File: config.mk
export PLATFORM = sky130hd
export DESIGN_NAME = hamming_decoder_4bit
export DESIGN_NICKNAME = d
export VERILOG_FILES = /design/src/rtl/hamming_decoder_4bit.sv
export SDC_FILE = /design/constraint.sdc
export NUM_CORES = 1
export LEC_CHECK = 0
export ABC_AREA = 1
export BUFFER_PORTS_ARGS = -buffer_cell sky130_fd_sc_hd__buf_2
export CORE_MARGIN = 10
export CORE_UTILIZATION = 35
export DETAILED_ROUTE_END_ITERATION = 10
export PLACE_DENSITY = 0.64
export SYNTH_ARGS = -nofsm -noshare
export SYNTH_HDL_FRONTEND = slang
export SYNTH_SLANG_ARGS = --single-unit
File: constraint.sdc
create_clock -name clk -period 1.61 [get_ports clk]
set_input_delay 0.322 -clock clk [delete_from_list [all_inputs] [get_ports clk]]
set_output_delay 0.322 -clock clk [all_outputs]
set_load 0.005 [all_outputs]
File: src/rtl/hamming_decoder_4bit.sv
// Bit-serial Hamming(7,4) decoder: scans a captured codeword into a 3-bit syndrome, then corrects and reports.
// Optional: define HAMMING_DEC_CORRECT_EN to invert the erroneous data bit; otherwise detect-only.
module hamming_decoder_4bit #(
  parameter int ERR_CNT_W = 8
) (
  input  logic                 clk,
  input  logic                 rst,
  input  logic                 cw_valid,
  input  logic [6:0]           cw,
  output logic                 ready,
  output logic                 done,
  output logic [3:0]           dout,
  output logic                 err,
  output logic [2:0]           syn,
  output logic [ERR_CNT_W-1:0] err_cnt
);

  typedef enum logic [1:0] {IDLE, SCAN, CORR, DONE} state_t;

  state_t     state;
  logic [6:0] cw_r;
  logic [2:0] idx;
  logic [2:0] syn_acc;
  logic [3:0] data_fix;

  // Parity-check matrix column for each codeword bit position.
  function automatic logic [2:0] h_col(input logic [2:0] i);
    case (i)
      3'd0:    h_col = 3'b001;
      3'd1:    h_col = 3'b010;
      3'd2:    h_col = 3'b100;
      3'd3:    h_col = 3'b011;
      3'd4:    h_col = 3'b101;
      3'd5:    h_col = 3'b111;
      3'd6:    h_col = 3'b110;
      default: h_col = 3'b000;
    endcase
  endfunction

  assign ready = (state == IDLE);

`ifdef HAMMING_DEC_CORRECT_EN
  // Only syndromes pointing at data bits (indices 3..6) change dout.
  always_comb begin
    data_fix = cw_r[6:3];
    case (syn_acc)
      3'b011:  data_fix[0] = ~cw_r[3];
      3'b101:  data_fix[1] = ~cw_r[4];
      3'b111:  data_fix[2] = ~cw_r[5];
      3'b110:  data_fix[3] = ~cw_r[6];
      default: data_fix = cw_r[6:3];
    endcase
  end
`else
  assign data_fix = cw_r[6:3];
`endif

  always_ff @(posedge clk) begin
    if (rst) begin
      state   <= IDLE;
      cw_r    <= '0;
      idx     <= '0;
      syn_acc <= '0;
      done    <= 1'b0;
      dout    <= '0;
      err     <= 1'b0;
      syn     <= '0;
      err_cnt <= '0;
    end else begin
      done <= 1'b0;
      case (state)
        IDLE: begin
          if (cw_valid) begin
            cw_r    <= cw;
            idx     <= '0;
            syn_acc <= '0;
            state   <= SCAN;
          end
        end
        SCAN: begin
          if (cw_r[idx]) begin
            syn_acc <= syn_acc ^ h_col(idx);
          end
          idx <= idx + 3'd1;
          if (idx == 3'd6) begin
            state <= CORR;
          end
        end
        CORR: begin
          syn  <= syn_acc;
          err  <= (syn_acc != 3'b000);
          dout <= data_fix;
          if ((syn_acc != 3'b000) && (err_cnt != {ERR_CNT_W{1'b1}})) begin
            err_cnt <= err_cnt + ERR_CNT_W'(1);
          end
          done  <= 1'b1;
          state <= DONE;
        end
        DONE: begin
          state <= IDLE;
        end
        default: state <= IDLE;
      endcase
    end
  end

endmodule

==> results of run 1 <==
critical path, stage by stage (launching register included):
cell and delay [ps]:
dfxtp_1 310, inv_1 100, ha_1 320, buf_2 170
cell families after synthesis:
kind of cell             Yosys count
buffers and inverters             33
flip-flops                        32
adder cells (fa/ha/maj)            9
AO/OA/AOI/OAI                     49
XOR/XNOR                           3
AND/OR/NAND/NOR                   93
synth_stat cells:
library cell | count | share of area
a211oi_1 | 1 | 0.0048
a21oi_1 | 24 | 0.077
buf_2 | 3 | 0.0096
buf_4 | 1 | 0.0048
clkbuf_1 | 1 | 0.0024
dfxtp_1 | 32 | 0.41
ha_1 | 9 | 0.072
inv_1 | 25 | 0.060
inv_2 | 3 | 0.0072
nand2_1 | 48 | 0.12
nand2_2 | 1 | 0.0040
nand3_1 | 9 | 0.029
nand3b_1 | 1 | 0.0048
nand4_1 | 2 | 0.0080
nor2_1 | 26 | 0.062
nor2_2 | 3 | 0.012
nor2_4 | 1 | 0.0072
nor3_1 | 1 | 0.0032
o21ai_0 | 19 | 0.061
o21ai_1 | 2 | 0.0064
o21ai_2 | 1 | 0.0056
o21ai_4 | 1 | 0.010
o31ai_1 | 1 | 0.0048
or2_1 | 1 | 0.0040
xnor2_1 | 2 | 0.011
xor2_1 | 1 | 0.0056
routing by layer:
| layer | GRT usage | share of wire |
|---|---|---|
| met2 | 0.157 | 0.45 |
| met5 | 0 | 0 |
| met1 | 0.118 | 0.49 |
| met4 | 0.0486 | 0.022 |
| met3 | 0.0300 | 0.040 |
power by group:
part / internal, mW / switching [mW]
registers: 0.997 / 0.109
logic: 0.444 / 0.711
clock network: 0.341 / 0.293
total: 1.78 / 1.11
path summary, 6_finish.rpt:
path / from / endpoint / slack (ps) / cells after the start
max: state[0]$_SDFFE_PP0P_ / ready / 90 / 3
min: cw[5] / cw_r[5]$_SDFFE_PP0P_ / 300 / 3
max reg2reg: state[0]$_SDFFE_PP0P_ / cw_r[1]$_SDFFE_PP0P_ / 140 / 6
min reg2reg: cw_r[0]$_SDFFE_PP0P_ / cw_r[0]$_SDFFE_PP0P_ / 450 / 2
stage by stage:
step / area [um^2] / worst slack (ps) / power (mW) / std cells
after floorplan: 1570 / 304 / 1.92 / 219
after global placement: 1790 / 163 / 2.27 / 300
after detailed placement: 1790 / 132 / 2.29 / 300
after CTS: 1890 / 59.5 / 2.93 / 308
after global routing: 1890 / 5.70 / 3.16 / 308
final: 1890 / 91.2 / 2.89 / 308
cell type report:
cell class              instances  area (um^2)
well taps                      52         65.1
inverters                      28          105
clock buffers                   6         82.6
clock inverters                 2         10.0
multi-input cells             154          795
flip-flops and latches         32          641
repair buffers                 34          188
fillers                       445         2470
placed cells by master (no fill, tap or decap):
master / Yosys / routed
buf_4: 1 / 7
clkbuf_8: 0 / 6
o31ai_1: 1 / 1
nor2_1: 26 / 26
nor2_4: 1 / 1
xnor2_1: 2 / 2
ha_1: 9 / 9
nor2_2: 3 / 3
clkinv_2: 0 / 2
dfxtp_1: 32 / 32
a211oi_1: 1 / 1
xor2_1: 1 / 1
o21ai_2: 1 / 1
nor3_1: 1 / 1
o21ai_4: 1 / 1
o21ai_0: 19 / 19
buf_2: 3 / 27
inv_1: 25 / 25
or2_1: 1 / 1
nand2_1: 48 / 48
nand3_1: 9 / 9
a21oi_1: 24 / 24
nand4_1: 2 / 2
o21ai_1: 2 / 2
inv_2: 3 / 3
nand3b_1: 1 / 1
nand2_2: 1 / 1
state kept, by name, indices dropped and copies added (netlist names):
name / cells
syn_acc: 3
err_cnt: 8
dout: 4
done: 1
err: 1
syn: 3
cw_r: 7
state: 2
idx: 3
==> run_results.csv, run 1 <==
group,metric,value,unit
timing,maxSlewHeadroom,0.816,
synthesis,syn_area,0.00157,mm^2
floorplan,fp.dieW,86.9,um
synthesis,seq_area_frac_synth,0.409,
cts,clock_latency,280,ps
layout,final_util,0.433,
synthesis,synth-xor-area-share,0.0168,
synthesis,synthCells,219,
floorplan,die_area,0.00755,mm^2
drt,drc_errors,0,
floorplan,initial_core_util,0.360,
cts,clk_transition_reported_paths,70,ps
global_routing,grtUsageTotal,0.0990,
drt,routed_wl,3.59,mm
timing,tns,0,ps
critical_path,endpoint_kind,"output pin",
power_and_ir_drop,peakVddDrop,0.752,mV
synthesis,synth_top_family_by_area,"simple AND/OR/NAND/NOR gates",
floorplan,rows,24,
placed_design,port_buffers,27,
floorplan,die_h,86.9,um
critical_path,worst_ep_required_time,1290,ps
worst_hold_path,hp-class,"input port to flip-flop",
global_routing,grt_max_degree,24,
layout,area_growth,20.4,%
global_routing,grt_overflow,0,
placed_design,dpl.hpwl,2.76,mm
run_status,status,"completed",
drt,postRouteAntennaNets,0,
timing,hold_violations,0,
timing,holdWs,300,ps
drt,drt_iter0_markers,85,
timing,finalSetupViolCount,0,
critical_path,arrival,1200,ps
synthesis,synth-simple-area-share,0.249,
floorplan,core_area,0.00435,mm^2
cts,postCtsSetupRepairBufs,0,
layout,diodes,0,
critical_path,startpoint_type,"flip-flop",
cts,numClockSinks,32,
synthesis,synthAdderAreaFrac,0.0719,
placed_design,gp_congestion,0.776,
timing,final.min_clock_period,1520,ps
layout,drive_gt1_frac,0.203,
power_and_ir_drop,p_leak,0.871,nW
flow_run,max_cap_viol_count,0,
synthesis,synth_cell_types,26,
cts,h-tree-depth,2,
drt,viasPerCell,4.71,
drt,avgRoutedWirePerCell,11.6,um
timing,max_freq,658,MHz
global_routing,antenna_found_initial,0,
cts,cts_tree,"done",
critical_path,path_class,"flip-flop to output pin",
cts,cts-resized-gates,0,
synthesis,syn_avg_cell_area,7.15,um^2
timing,rsz0062_at_grt,"false",
timing,fin_worst_skew,4.41,ps
cts,cts_buffers,5,
layout,nNetsFinal,274,
floorplan,ios,28,
drt,vias,1452,
synthesis,syn_nets,238,
global_routing,grt_pass1_vias,1337,
critical_path,path_max_fanout,5,
timing,worst_pin_slew,274,ps
synthesis,synthMuxAreaShare,0,
drt,dr.pass1.iters,5,
power_and_ir_drop,p_per_area,1540,mW/mm^2
timing,period_share,0.943,
cts,clock-root-buffer,"clkbuf_8",
synthesis,ys_ff_latch,32,
cts,clockBufferDepth,2,
global_routing,grt_pass1_wl,6.10,mm
timing,drv_slew,0,
cts,holdBufCountCts,0,
synthesis,synth_warnings,0,
synthesis,synth_compound_area_frac,0.169,
No activity file was read; power rests on OpenSTA's default activity.
==> run 2: changes to the inputs <==
--- a/config.mk
+++ b/config.mk
@@ -7,10 +7,11 @@
 export LEC_CHECK = 0
 export ABC_AREA = 1
 export BUFFER_PORTS_ARGS = -buffer_cell sky130_fd_sc_hd__buf_2
-export CORE_MARGIN = 10
-export CORE_UTILIZATION = 35
+export CAP_MARGIN = 15
+export CORE_MARGIN = 1.5
+export CORE_UTILIZATION = 45
 export DETAILED_ROUTE_END_ITERATION = 10
-export PLACE_DENSITY = 0.64
+export PLACE_DENSITY = 0.77
 export SYNTH_ARGS = -nofsm -noshare
 export SYNTH_HDL_FRONTEND = slang
 export SYNTH_SLANG_ARGS = --single-unit
==> run 2 against run 1 <==
  * Critical path depth stayed put
  * Sequential cell count stayed put
  * Maximum frequency is 2.8% higher
  * Non-clock buffer count is 1 lower
  * Combinational power hardly changed
  * Count of clock-buffer cells in the layout stayed put
  * Clock power is 34% lower
  * Power is 8.3% lower
  * Critical path type unchanged
==> run_results.csv, run 2 (synthesis results as in run 1) <==
group,metric,value,unit
critical_path,worst_ep_required_time,1290,ps
floorplan,die_h,62,um
cts,cts_buffers,5,
critical_path,path_class,"flip-flop to output pin",
layout,largest-register,"err_cnt",
critical_path,endpoint_kind,"output pin",
critical_path,startpoint_type,"flip-flop",
timing,final.min_clock_period,1480,ps
cts,numClockSinks,32,
power_and_ir_drop,p_int,1.60,mW
run_status,status,"completed",
worst_hold_path,hp-class,"input port to flip-flop",
placed_design,gp_congestion,0.869,
cts,clock_latency,330,ps
layout,final_common_cell,"nand2_1",
flow_run,max_cap_viol_count,0,
timing,finalSetupViolCount,0,
drt,vias,1430,
cts,holdBufCountCts,0,
floorplan,initial_core_util,0.469,
layout,mostFrequentLayoutCells,"nand2_1 (48), dfxtp_1 (31), buf_2 (27)",
layout,largest_reg_flops,8,
layout,top_regs,"err_cnt x8, cw_r x7, dout x4",
timing,period_share,0.918,
placed_design,port_buffers,27,
drt,drt_iter0_markers,83,
global_routing,grt_overflow,0,
global_routing,grtUsageTotal,0.185,
cts,clockBufferDepth,2,
drt,dr.pass1.iters,5,
cts,h-tree-depth,2,
floorplan,die_area,0.00384,mm^2
floorplan,core_area,0.00334,mm^2
layout,diodes,0,
timing,hold_violations,0,
global_routing,antenna_found_initial,0,
cts,clock-root-buffer,"clkbuf_4",
power_and_ir_drop,p_leak,0.845,nW
drt,viasPerCell,4.77,
timing,drv_slew,0,
drt,postRouteAntennaNets,0,
floorplan,ios,28,
timing,worst_pin_slew,281,ps
critical_path,reg2reg_depth,7,
power_and_ir_drop,sequentialPowerShare,0.421,
timing,rsz0062_at_grt,"false",
drt,avgRoutedWirePerCell,10.5,um
cts,cts_tree,"done",
critical_path,path_max_fanout,5,
timing,tns,0,ps
placed_design,dpl.hpwl,2.33,mm
layout,area_growth,17.7,%
power_and_ir_drop,clkPwrFrac,0.158,
layout,fill_cells,336,
worst_hold_path,min_path_cells,3,
global_routing,grt_pass1_wl,5.28,mm
timing,max_freq,677,MHz
power_and_ir_drop,peakVddDrop,0.709,mV
layout,final_area,0.00184,mm^2
power_and_ir_drop,p_switching,1.06,mW
global_routing,grt_pass1_vias,1244,
global_routing,grt_max_degree,21,
power_and_ir_drop,p_per_area,1440,mW/mm^2
placed_design,place_area,0.00179,mm^2
drt,routed_wl,3.15,mm
floorplan,rows,21,
timing,maxSlewHeadroom,0.811,
critical_path,arrival,1160,ps
floorplan,fp.dieW,62,um
cts,clk_transition_reported_paths,90,ps
power_and_ir_drop,p_sw_frac,0.399,
layout,drive_gt1_frac,0.205,
timing,fin_worst_skew,6.46,ps
layout,nNetsFinal,273,
power_and_ir_drop,pwr-share-comb,0.421,
drt,drc_errors,0,
[run 2: cell types whose count changed in the layout (fill, tap and decap cells not counted)]
| cell | before | now |
|---|---|---|
| dfxtp_1 | 32 | 31 |
| dfxtp_2 | 0 | 1 |
| clkinv_2 | 2 | 1 |
| clkbuf_1 | 0 | 1 |
| clkbuf_8 | 6 | 0 |
| buf_4 | 7 | 5 |
| ha_1 | 9 | 7 |
| ha_2 | 0 | 2 |
| clkbuf_4 | 0 | 5 |
| buf_12 | 0 | 1 |
[run 2: worst max-delay path, cell delays in order, from the launching register on]
cell     delay, ps
dfxtp_1        320
inv_1          110
ha_2           260
buf_2          130
[run 2: final timing paths]
check                                             start                 endpoint  slack, ps
worst max-delay path              state[0]$_SDFFE_PP0P_                    ready        130
worst min-delay path                              cw[5]     cw_r[5]$_SDFFE_PP0P_        240
worst max register to register  err_cnt[0]$_SDFFE_PP0P_  err_cnt[2]$_SDFFE_PP0P_        190
worst min register to register     cw_r[1]$_SDFFE_PP0P_     cw_r[1]$_SDFFE_PP0P_        460
[run 2: per-stage QoR]
step                       util  total power, mW  std cells  worst slack (ps)  hold WS, ps
after detailed placement  0.537             2.24        293               150          449
after CTS                 0.550             2.65        300              61.8          238
final                     0.552             2.65        300               132          238
after global placement    0.537             2.22        293               149          447
after floorplan               -             1.92        219               304          429
after global routing      0.552             2.93        300              46.3          254
[run 2: power by group through the flow]
| stage | Combinational (mW) | Sequential (mW) | Clock (mW) |
|---|---|---|---|
| floorplan | 0.793 | 1.12 | 0 |
| global placement | 1.09 | 1.13 | 0 |
| detailed placement | 1.11 | 1.13 | 0 |
| CTS | 1.11 | 1.12 | 0.428 |
| global route | 1.31 | 1.14 | 0.469 |
| finish | 1.12 | 1.12 | 0.419 |
[run 2: final cells by class]
type | instances | area (um^2) | share of cell area
Clock buffer | 6 | 41.3 | 0.0224
Clock inverter | 1 | 5.00 | 0.00272
Inverter | 28 | 105 | 0.0570
Multi-Input combinational cell | 154 | 800 | 0.434
Sequential cell | 32 | 642 | 0.348
Tap cell | 46 | 57.6 | 0.0312
Timing Repair Buffer | 33 | 193 | 0.105
[run 2: per-layer routing]
metal / vias up / part of all wire / GRT usage
met1: 631 / 0.50 / 0.263
met5: - / 0 / 0
met2: 20 / 0.45 / 0.265
met4: 0 / 0.016 / 0.0638
li1: 774 / - / -
met3: 5 / 0.031 / 0.0559
[run 2: timing repair]
action,4_1_cts,5_1_grt
setup endpoints to repair,0,3
resized for setup,0,3
buffers inserted,0,0
